## src/rtl/serial_magnitude_comparator.sv

```systemverilog
// Bit-serial magnitude comparator: scans two captured operands MSB-first,
// one bit per clock, stops at the first differing bit, and falls back to the
// captured cascade inputs when every bit matches. Results are one-hot
// LT/EQ/GT plus the number of bit positions examined, held until the next
// result or reset.
module serial_magnitude_comparator #(
  parameter int WIDTH = 8
) (
  input  logic                         CLK,
  input  logic                         RST_N,
  input  logic                         START,
  input  logic [WIDTH-1:0]             A,
  input  logic [WIDTH-1:0]             B,
  input  logic                         LT_IN,
  input  logic                         EQ_IN,
  input  logic                         GT_IN,
  output logic                         BUSY,
  output logic                         DONE,
  output logic                         LT_OUT,
  output logic                         EQ_OUT,
  output logic                         GT_OUT,
  output logic [$clog2(WIDTH+1)-1:0]   BITS
);

  localparam int IDX_W  = $clog2(WIDTH);
  localparam int BITS_W = $clog2(WIDTH+1);

  // Result vectors are ordered {lt, eq, gt}
  localparam logic [2:0] RES_LT = 3'b100;
  localparam logic [2:0] RES_EQ = 3'b010;
  localparam logic [2:0] RES_GT = 3'b001;

  typedef enum logic [1:0] {
    IDLE   = 2'd0,
    SCAN   = 2'd1,
    FINISH = 2'd2
  } state_t;

  state_t              state_q, state_d;
  logic [WIDTH-1:0]    a_q, a_d;
  logic [WIDTH-1:0]    b_q, b_d;
  logic [2:0]          casc_q, casc_d;
  logic [IDX_W-1:0]    idx_q, idx_d;
  logic [BITS_W-1:0]   count_q, count_d;
  logic [2:0]          res_q, res_d;
  logic [BITS_W-1:0]   bits_q, bits_d;

  logic                a_bit;
  logic                b_bit;

  // Priority when all operand bits match: EQ_IN, then GT_IN, then LT_IN,
  // and EQ when nothing is asserted, so the result is always one-hot.
  function automatic logic [2:0] resolve_cascade(input logic [2:0] casc);
    logic [2:0] res;
    if (casc[1])      res = RES_EQ;
    else if (casc[0]) res = RES_GT;
    else if (casc[2]) res = RES_LT;
    else              res = RES_EQ;
    return res;
  endfunction

  // Bit pair currently under examination
  always_comb begin
    a_bit = a_q[idx_q];
    b_bit = b_q[idx_q];
  end

  // Next-state logic: capture in IDLE, one bit per cycle in SCAN,
  // publish the result on the edge into FINISH.
  always_comb begin
    state_d = state_q;
    a_d     = a_q;
    b_d     = b_q;
    casc_d  = casc_q;
    idx_d   = idx_q;
    count_d = count_q;
    res_d   = res_q;
    bits_d  = bits_q;

    case (state_q)
      IDLE: begin
        if (START) begin
          a_d     = A;
          b_d     = B;
          casc_d  = {LT_IN, EQ_IN, GT_IN};
          idx_d   = IDX_W'(WIDTH-1);
          count_d = '0;
          state_d = SCAN;
        end
      end

      SCAN: begin
        count_d = count_q + BITS_W'(1);
        if (a_bit && !b_bit) begin
          res_d   = RES_GT;
          bits_d  = count_d;
          state_d = FINISH;
        end else if (!a_bit && b_bit) begin
          res_d   = RES_LT;
          bits_d  = count_d;
          state_d = FINISH;
        end else if (idx_q == '0) begin
          res_d   = resolve_cascade(casc_q);
          bits_d  = count_d;
          state_d = FINISH;
        end else begin
          idx_d = idx_q - IDX_W'(1);
        end
      end

      FINISH: begin
        state_d = IDLE;
      end

      default: begin
        state_d = IDLE;
      end
    endcase
  end

  // State and datapath registers with asynchronous active-low clear
  always_ff @(posedge CLK or negedge RST_N) begin
    if (!RST_N) begin
      state_q <= IDLE;
      a_q     <= '0;
      b_q     <= '0;
      casc_q  <= '0;
      idx_q   <= '0;
      count_q <= '0;
      res_q   <= '0;
      bits_q  <= '0;
    end else begin
      state_q <= state_d;
      a_q     <= a_d;
      b_q     <= b_d;
      casc_q  <= casc_d;
      idx_q   <= idx_d;
      count_q <= count_d;
      res_q   <= res_d;
      bits_q  <= bits_d;
    end
  end

  // Status and result outputs straight from registers
  always_comb begin
    BUSY   = (state_q != IDLE);
    DONE   = (state_q == FINISH);
    LT_OUT = res_q[2];
    EQ_OUT = res_q[1];
    GT_OUT = res_q[0];
    BITS   = bits_q;
  end

  // A published result is always one-hot and never wider than the operand
  always @(posedge CLK) begin
    if (RST_N && DONE) begin
      assert ($onehot(res_q));
      assert (bits_q != '0 && int'(bits_q) <= WIDTH);
    end
  end

endmodule

```

## config.mk

```make
export PLATFORM = sky130hd
export DESIGN_NAME = serial_magnitude_comparator
export DESIGN_NICKNAME = d
export VERILOG_FILES = /design/src/rtl/serial_magnitude_comparator.sv
export SDC_FILE = /design/constraint.sdc
export NUM_CORES = 1
export LEC_CHECK = 0
export CORE_UTILIZATION = 40
export DETAILED_ROUTE_END_ITERATION = 10
export PLACE_DENSITY_LB_ADDON = 0.12
export RECOVER_POWER = 50
export SLEW_MARGIN = 0
export SYNTH_ARGS = -nofsm -noshare
export SYNTH_HDL_FRONTEND = slang
export SYNTH_SLANG_ARGS = --single-unit
```

## constraint.sdc

```tcl
create_clock -name CLK -period 2.1 [get_ports CLK]
set_input_delay 0.42 -clock CLK [delete_from_list [all_inputs] [get_ports CLK]]
set_output_delay 0.42 -clock CLK [all_outputs]
set_load 0.01 [all_outputs]
```

==> metrics.cfg, run 1 <==
[pwr]
internal-power_mw = 2.45
power_switching_mw = 1.19
p_comb_share_pct = 51.7
p_leak_nw = 0.972
p_seq_share_pct = 34.0
power.density_nw_per_um2 = 1630
swShare_pct = 32.7
clockPowerShare_pct = 14.3
peakVddDrop_mv = 0.680

[clocking]
cts_buffers = 5
clkTransAtPathRegs_ns = 0.07
clk_latency_ns = 0.28
clockRootBuffer = clkbuf_8
clkSinkCount = 35
cts_tree = done
cts_hold_buf = 0
cts_max_level = 2
cts_buffer_depth = 2

[die]
coreArea_um2 = 4030
fp.dieW_um = 66.8
start_util_pct = 41.7
fp.dieH_um = 66.8
num_io_pins = 31
dieArea_um2 = 4460
num_rows = 23

[sta]
setup_slack_ns = -0.136
slew_viol_final = 0
skew_ns = 0.00422
slew_headroom_pct = 44.3
tightest_slew_ns = 0.836
clock.fmax_mhz = 447
rsz0062_at_grt = yes
setup_viol = 8
min_period_ns = 2.24
tns_ns = -0.891
finalHoldViolations = 0
fin_crit_sh_pct = 106

[flow_run]
cap_violations = 0

[grt]
antenna_found_initial = 0
top_usage_layer = met2
grt_pass1_vias = 1070
grt_max_degree = 36
met3_usage_pct = 5.82
grt.total_usage_pct = 15.3
grt_remaining_overflow = 0
use_met1_pct = 18.9
grt_pass1_wl_mm = 4.86
use_met2_pct = 23.7

[routing]
vias_per_cell = 4.85
ant_nets = 0
drc = 0
wl_mm = 2.95
vias = 1052
dr.first_iter.drc_count = 35
first_pass_iters = 4
avgRoutedWirePerCell_um = 13.6

[setup_path]
path_cells = mux4_2, mux2i_2, inv_1, ha_4, a21oi_4, mux2_4
endpoint = res_q[1]$_DFFE_PN0P_
end_kind = register
rr_endpoint = res_q[1]$_DFFE_PN0P_
cp_max_fo = 7
path_class = register to register
critPathArrivalTime_ns = 2.41
crit_buf_inv = 1
required_ns = 2.27
crit_path_start = idx_q[0]$_DFFE_PN0P_
critPathLaunchType = register
path_depth = 6
reg2reg_from = idx_q[0]$_DFFE_PN0P_
crit_path_max_incr_delay_ns = 0.53
crit_slowest_cell = mux4_2
reg2regPathDepth = 6
r2r_slack_ns = -0.14
crit_family = multiplexers

[cells_and_area]
design_area_um2 = 2220
final_cells = 217
nNetsFinal = 194
fill_cells = 351
antenna_cells = 0
area_growth_pct = 32.5
drive_gt1_share_pct = 31.1

[synth]
synthesis.area_um2 = 1680
yosysTopAreaCell = dfrtp_1
synthCells = 123
synth_top_area_share_pct = 52.2
syn_avg_cell_area_um2 = 13.7
seq_area_frac_synth_pct = 52.2
ys_warn_count = 0
synthTopCellsByArea = dfrtp_1, mux2_2, mux4_1
synth_cell_type_count = 27
syn_nets = 151
ys_ff_latch = 35

[placement]
dp.cells = 208
dp_hpwl_mm = 2.19
portBuffers = 30
place.gp.congestion = 0.772
place_area_um2 = 2110

[outcome]
violations = negative setup slack
status = finished with violations

[worst_hold_path]
min_from = count_q[3]$_DFFE_PN0P_
whs_path_depth = 2
hold_class = register to register

cell usage after synthesis:
library cell  instances
a2111oi_0             1
nand2b_1              3
nand4_1               2
xor2_1                2
mux2_2               22
o21ai_0               4
nor3b_4               1
ha_1                  6
nor2_1                3
a22o_1                1
buf_4                 2
mux2i_1               7
a21oi_1               1
nand3_1               1
mux4_1                4
nand2_1               5
inv_1                 9
nor2b_1               5
buf_6                 1
o21bai_1              2
a211oi_1              1
dfrtp_1              35
a31o_2                1
and3_1                1
a21oi_4               1
or2_2                 1
o31a_1                1
layer usage:
metal / wire length, um / vias to the layer above
li1: - / 519
met1: 1370 / 507
met2: 1390 / 21
met3: 137 / 5
met4: 49 / 0
met5: 0 / -
registers in the layout, summed over array words and instances, names as in the netlist:
signal	count
res_q	3
casc_q	3
state_q	2
idx_q	3
count_q	4
b_q	8
BITS	4
a_q	8
worst reg2reg max path: cells and delay by family, from the launching register on:
| family | cells | cell delay (ns) |
|---|---|---|
| muxes | 3 | 1.05 |
| AOI/OAI and AO/OA | 1 | 0.26 |
| adders and majority gates | 1 | 0.26 |
| buffers and inverters | 1 | 0.10 |
| DFF | 1 | 0.47 |
metrics by stage:
stage	worst slack [ns]	power [mW]	utilization, %	hold WS (ns)
global placement	-0.237	2.99	52.4	0.489
floorplan	-0.119	2.41	-	0.124
detailed placement	-0.325	3.05	52.4	0.495
finish	-0.136	3.64	55.2	0.509
CTS	-0.161	3.65	55.2	0.513
global route	-0.281	3.91	55.2	0.522
area by class of cell:
| cell class | count | area [um2] | share of cell area, % |
|---|---|---|---|
| inverter | 9 | 33.8 | 1.52 |
| multi-input combinational | 76 | 773 | 34.8 |
| tap | 50 | 62.6 | 2.81 |
| sequential | 35 | 877 | 39.4 |
| timing repair buffer | 39 | 378 | 17.0 |
| clock buffer | 8 | 100 | 4.50 |
how the worst min path moves through the flow:
| stage | endpoint | slack [ns] |
|---|---|---|
| floorplan | BITS[0]$_DFFE_PN0P_ | 0.12 |
| global placement | count_q[3]$_DFFE_PN0P_ | 0.49 |
| finish | count_q[3]$_DFFE_PN0P_ | 0.51 |
| CTS | b_q[5]$_DFFE_PN0P_ | 0.51 |
| global route | b_q[4]$_DFFE_PN0P_ | 0.52 |
| detailed placement | a_q[1]$_DFFE_PN0P_ | 0.49 |
placed cells by master (no fill, tap or decap):
master	instances
a211oi_1	1
nor2_1	2
a31o_2	1
ha_2	1
o21bai_1	2
buf_12	1
a2111oi_0	1
and3_1	1
nand4_1	2
dfrtp_1	34
ha_4	1
buf_4	7
clkbuf_1	1
mux4_2	4
nor2_4	1
nand2_1	5
xor2_1	2
ha_1	4
inv_1	9
nor2b_1	5
clkbuf_8	7
dfrtp_2	1
clkdlybuf4s50_1	29
a21oi_1	1
a22o_1	1
nand3_1	1
dlygate4sd3_1	1
nor3b_4	1
a21oi_4	1
or2_2	1
mux2_4	4
nand2b_1	3
clkbuf_2	1
mux2_2	18
o21ai_0	4
mux2i_2	2
o31a_1	1
mux2i_1	5
cell families after synthesis:
logic type      share of synthesized area, %
xor+xnor                                1.04
buf+inv                                 3.58
mux                                     25.2
simple gates                            7.68
flops                                   52.2
compound gates                          5.89
fa+ha+maj                               4.47
power by group through the flow:
stage | registers (mW) | clock network [mW] | logic [mW]
after global placement | 1.24 | 0 | 1.75
after CTS | 1.24 | 0.535 | 1.88
after detailed placement | 1.24 | 0 | 1.81
final | 1.23 | 0.522 | 1.88
after floorplan | 1.17 | 0 | 1.24
after global routing | 1.28 | 0.578 | 2.05
repair_timing:
action                                  in CTS  in global routing
pin swaps                                    1                  1
gates resized for setup                      6                  1
cloned                                       0                  0
buffers inserted                             1                  0
endpoints found under the setup margin      11                 11
(Power assumes the default switching activity.)
==> run 2, diff against run 1 <==
- clock period: 2.1 -> 1.8 ns (I/O delays scaled with it)
==> run 2 against run 1 <==
Net effect:
- the run still ends with negative setup slack left
- first-iteration DRC count up 29%
- cell count is 1.8% higher
- worst hold slack about the same
- clock skew shrank 0.0022 ns
- via count increased by 2.3%
- clock power up 17%
- sequential power is 16% higher
- setup slack got worse by 0.24 ns
- fmax is 2.8% higher
- combinational power is 38% higher
- cell area increased by 4.1%
- die area unchanged
- critical path type unchanged
==> metrics.cfg, run 2 (same netlist as run 1, synthesis figures left out) <==
[pwr]
internal-power_mw = 3.11
p_comb_share_pct = 56.0
p_seq_share_pct = 30.8
swShare_pct = 32.8
clockPowerShare_pct = 13.2
peakVddDrop_mv = 0.831
power.density_nw_per_um2 = 2000
p_leak_nw = 1.03
power_switching_mw = 1.52

[cells_and_area]
fill_cells = 350
nNetsFinal = 198
regArea_um2 = 878
final_cells = 221
drive_gt1_share_pct = 35.1
final_common_cell = dfrtp_1
design_area_um2 = 2320
antenna_cells = 0
multi_input_area_um2 = 812
area_growth_pct = 37.9
layout_common_cells = dfrtp_1, clkdlybuf4s50_1, mux2_2
top_regs = a_q (8), b_q (8)

[clocking]
clockRootBuffer = clkbuf_8
clkSinkCount = 35
cts_max_level = 2
clkTransAtPathRegs_ns = 0.06
clk_latency_ns = 0.29
cts_buffer_depth = 2
cts_tree = done
cts_buffers = 5

[setup_path]
crit_path_start = idx_q[0]$_DFFE_PN0P_
r2r_slack_ns = -0.38
critPathLaunchType = register
endpoint = BITS[1]$_DFFE_PN0P_
rr_endpoint = BITS[1]$_DFFE_PN0P_
cp_max_fo = 7
critPathArrivalTime_ns = 2.35
reg2reg_from = idx_q[0]$_DFFE_PN0P_
path_class = register to register
reg2regPathDepth = 7
required_ns = 1.97
end_kind = register

[placement]
dp_hpwl_mm = 2.11
dp.cells = 209
place_area_um2 = 2130
portBuffers = 30
post-place-ws_ns = -0.561
place.gp.congestion = 0.748

[sta]
clock.fmax_mhz = 460
rsz0062_at_grt = yes
setup_viol = 12
fin_crit_sh_pct = 121
finalHoldViolations = 0
tightest_slew_ns = 0.836
skew_ns = 0.00201
hold_slack_ns = 0.509
slew_viol_final = 0
slew_headroom_pct = 44.3
tns_ns = -3.40
min_period_ns = 2.18
setup_slack_ns = -0.376

[routing]
first_pass_iters = 4
vias_per_cell = 4.87
drc = 0
ant_nets = 0
vias = 1076
dr.first_iter.drc_count = 45
wl_mm = 3.00
avgRoutedWirePerCell_um = 13.6

[grt]
grt.total_usage_pct = 15.5
grt_pass1_vias = 1079
grt_remaining_overflow = 0
grt_pass1_wl_mm = 4.92
grt_max_degree = 36
antenna_found_initial = 0

[outcome]
status = finished with violations
violations = negative setup slack

[die]
num_io_pins = 31
start_util_pct = 41.7
fp.dieW_um = 66.8
num_rows = 23
dieArea_um2 = 4460
coreArea_um2 = 4030
fp.dieH_um = 66.8

[worst_hold_path]
min_from = b_q[1]$_DFFE_PN0P_
hold_class = register to register

[flow_run]
cap_violations = 0

==> run 2: cell count changes in the layout (fill, tap and decap cells not counted), sizes merged <==
cell,previous run,this run
buf,8,12
dlymetal6s2s,0,2
clkdlybuf4s50,29,27
==> run 2: worst max-delay path, cell delays in order (launching register included) <==
cell and delay (ns):
dfrtp_2 0.45, mux4_2 0.54, mux2i_2 0.18, inv_1 0.09
ha_4 0.23, a21oi_4 0.14, buf_12 0.14, mux2_4 0.29
==> run 2: power by group through the flow <==
stage / registers, mW / clock network [mW] / logic (mW)
2_1_floorplan: 1.37 / 0 / 1.50
3_3_place_gp: 1.42 / 0 / 2.10
3_5_place_dp: 1.44 / 0 / 2.15
4_1_cts: 1.43 / 0.632 / 2.48
5_1_grt: 1.48 / 0.677 / 2.82
6_report: 1.43 / 0.611 / 2.60
==> run 2: how the worst min path moves through the flow <==
stage	to	cells past startpoint
after floorplan	BITS[0]$_DFFE_PN0P_	0
after global placement	count_q[3]$_DFFE_PN0P_	2
after detailed placement	b_q[1]$_DFFE_PN0P_	1
after CTS	BITS[0]$_DFFE_PN0P_	2
after global routing	b_q[7]$_DFFE_PN0P_	1
final	b_q[1]$_DFFE_PN0P_	1
==> run 2: layout make-up <==
type	instances	share of cell area (%)
well taps	50	2.70
repair buffers	43	18.5
multi-input cells	76	35.1
inverters	9	1.46
flip-flops and latches	35	37.9
clock buffers	8	4.32
==> run 2: metrics by stage <==
stage	power (mW)	util (%)
finish	4.64	57.5
global route	4.98	57.5
CTS	4.55	56.9
detailed placement	3.58	52.9
global placement	3.52	52.9
floorplan	2.87	-
==> run 2: repair_timing <==
item | CTS | global route
buffers inserted | 4 | 2
cloned | 0 | 0
hold buffers | 0 | 0
endpoints found under the hold margin | 0 | 0
pin swaps | 7 | 1
endpoints found under the setup margin | 14 | 14
resized for setup | 10 | 5
==> run 2: metal layers <==
metal | vias up | GRT usage, % | share of wire, %
met2 | 21 | 26.8 | 55
li1 | 524 | - | -
met3 | 5 | 6.16 | 4.2
met4 | 0 | 5.59 | 1.4
met1 | 526 | 17.0 | 40
met5 | - | 0 | 0
==> run 3, diff against run 2 <==
- GPL_ROUTABILITY_DRIVEN: default -> 0
==> results of run 3 <==
No change in the layout: final DEF, timing and power equal those of run 2.
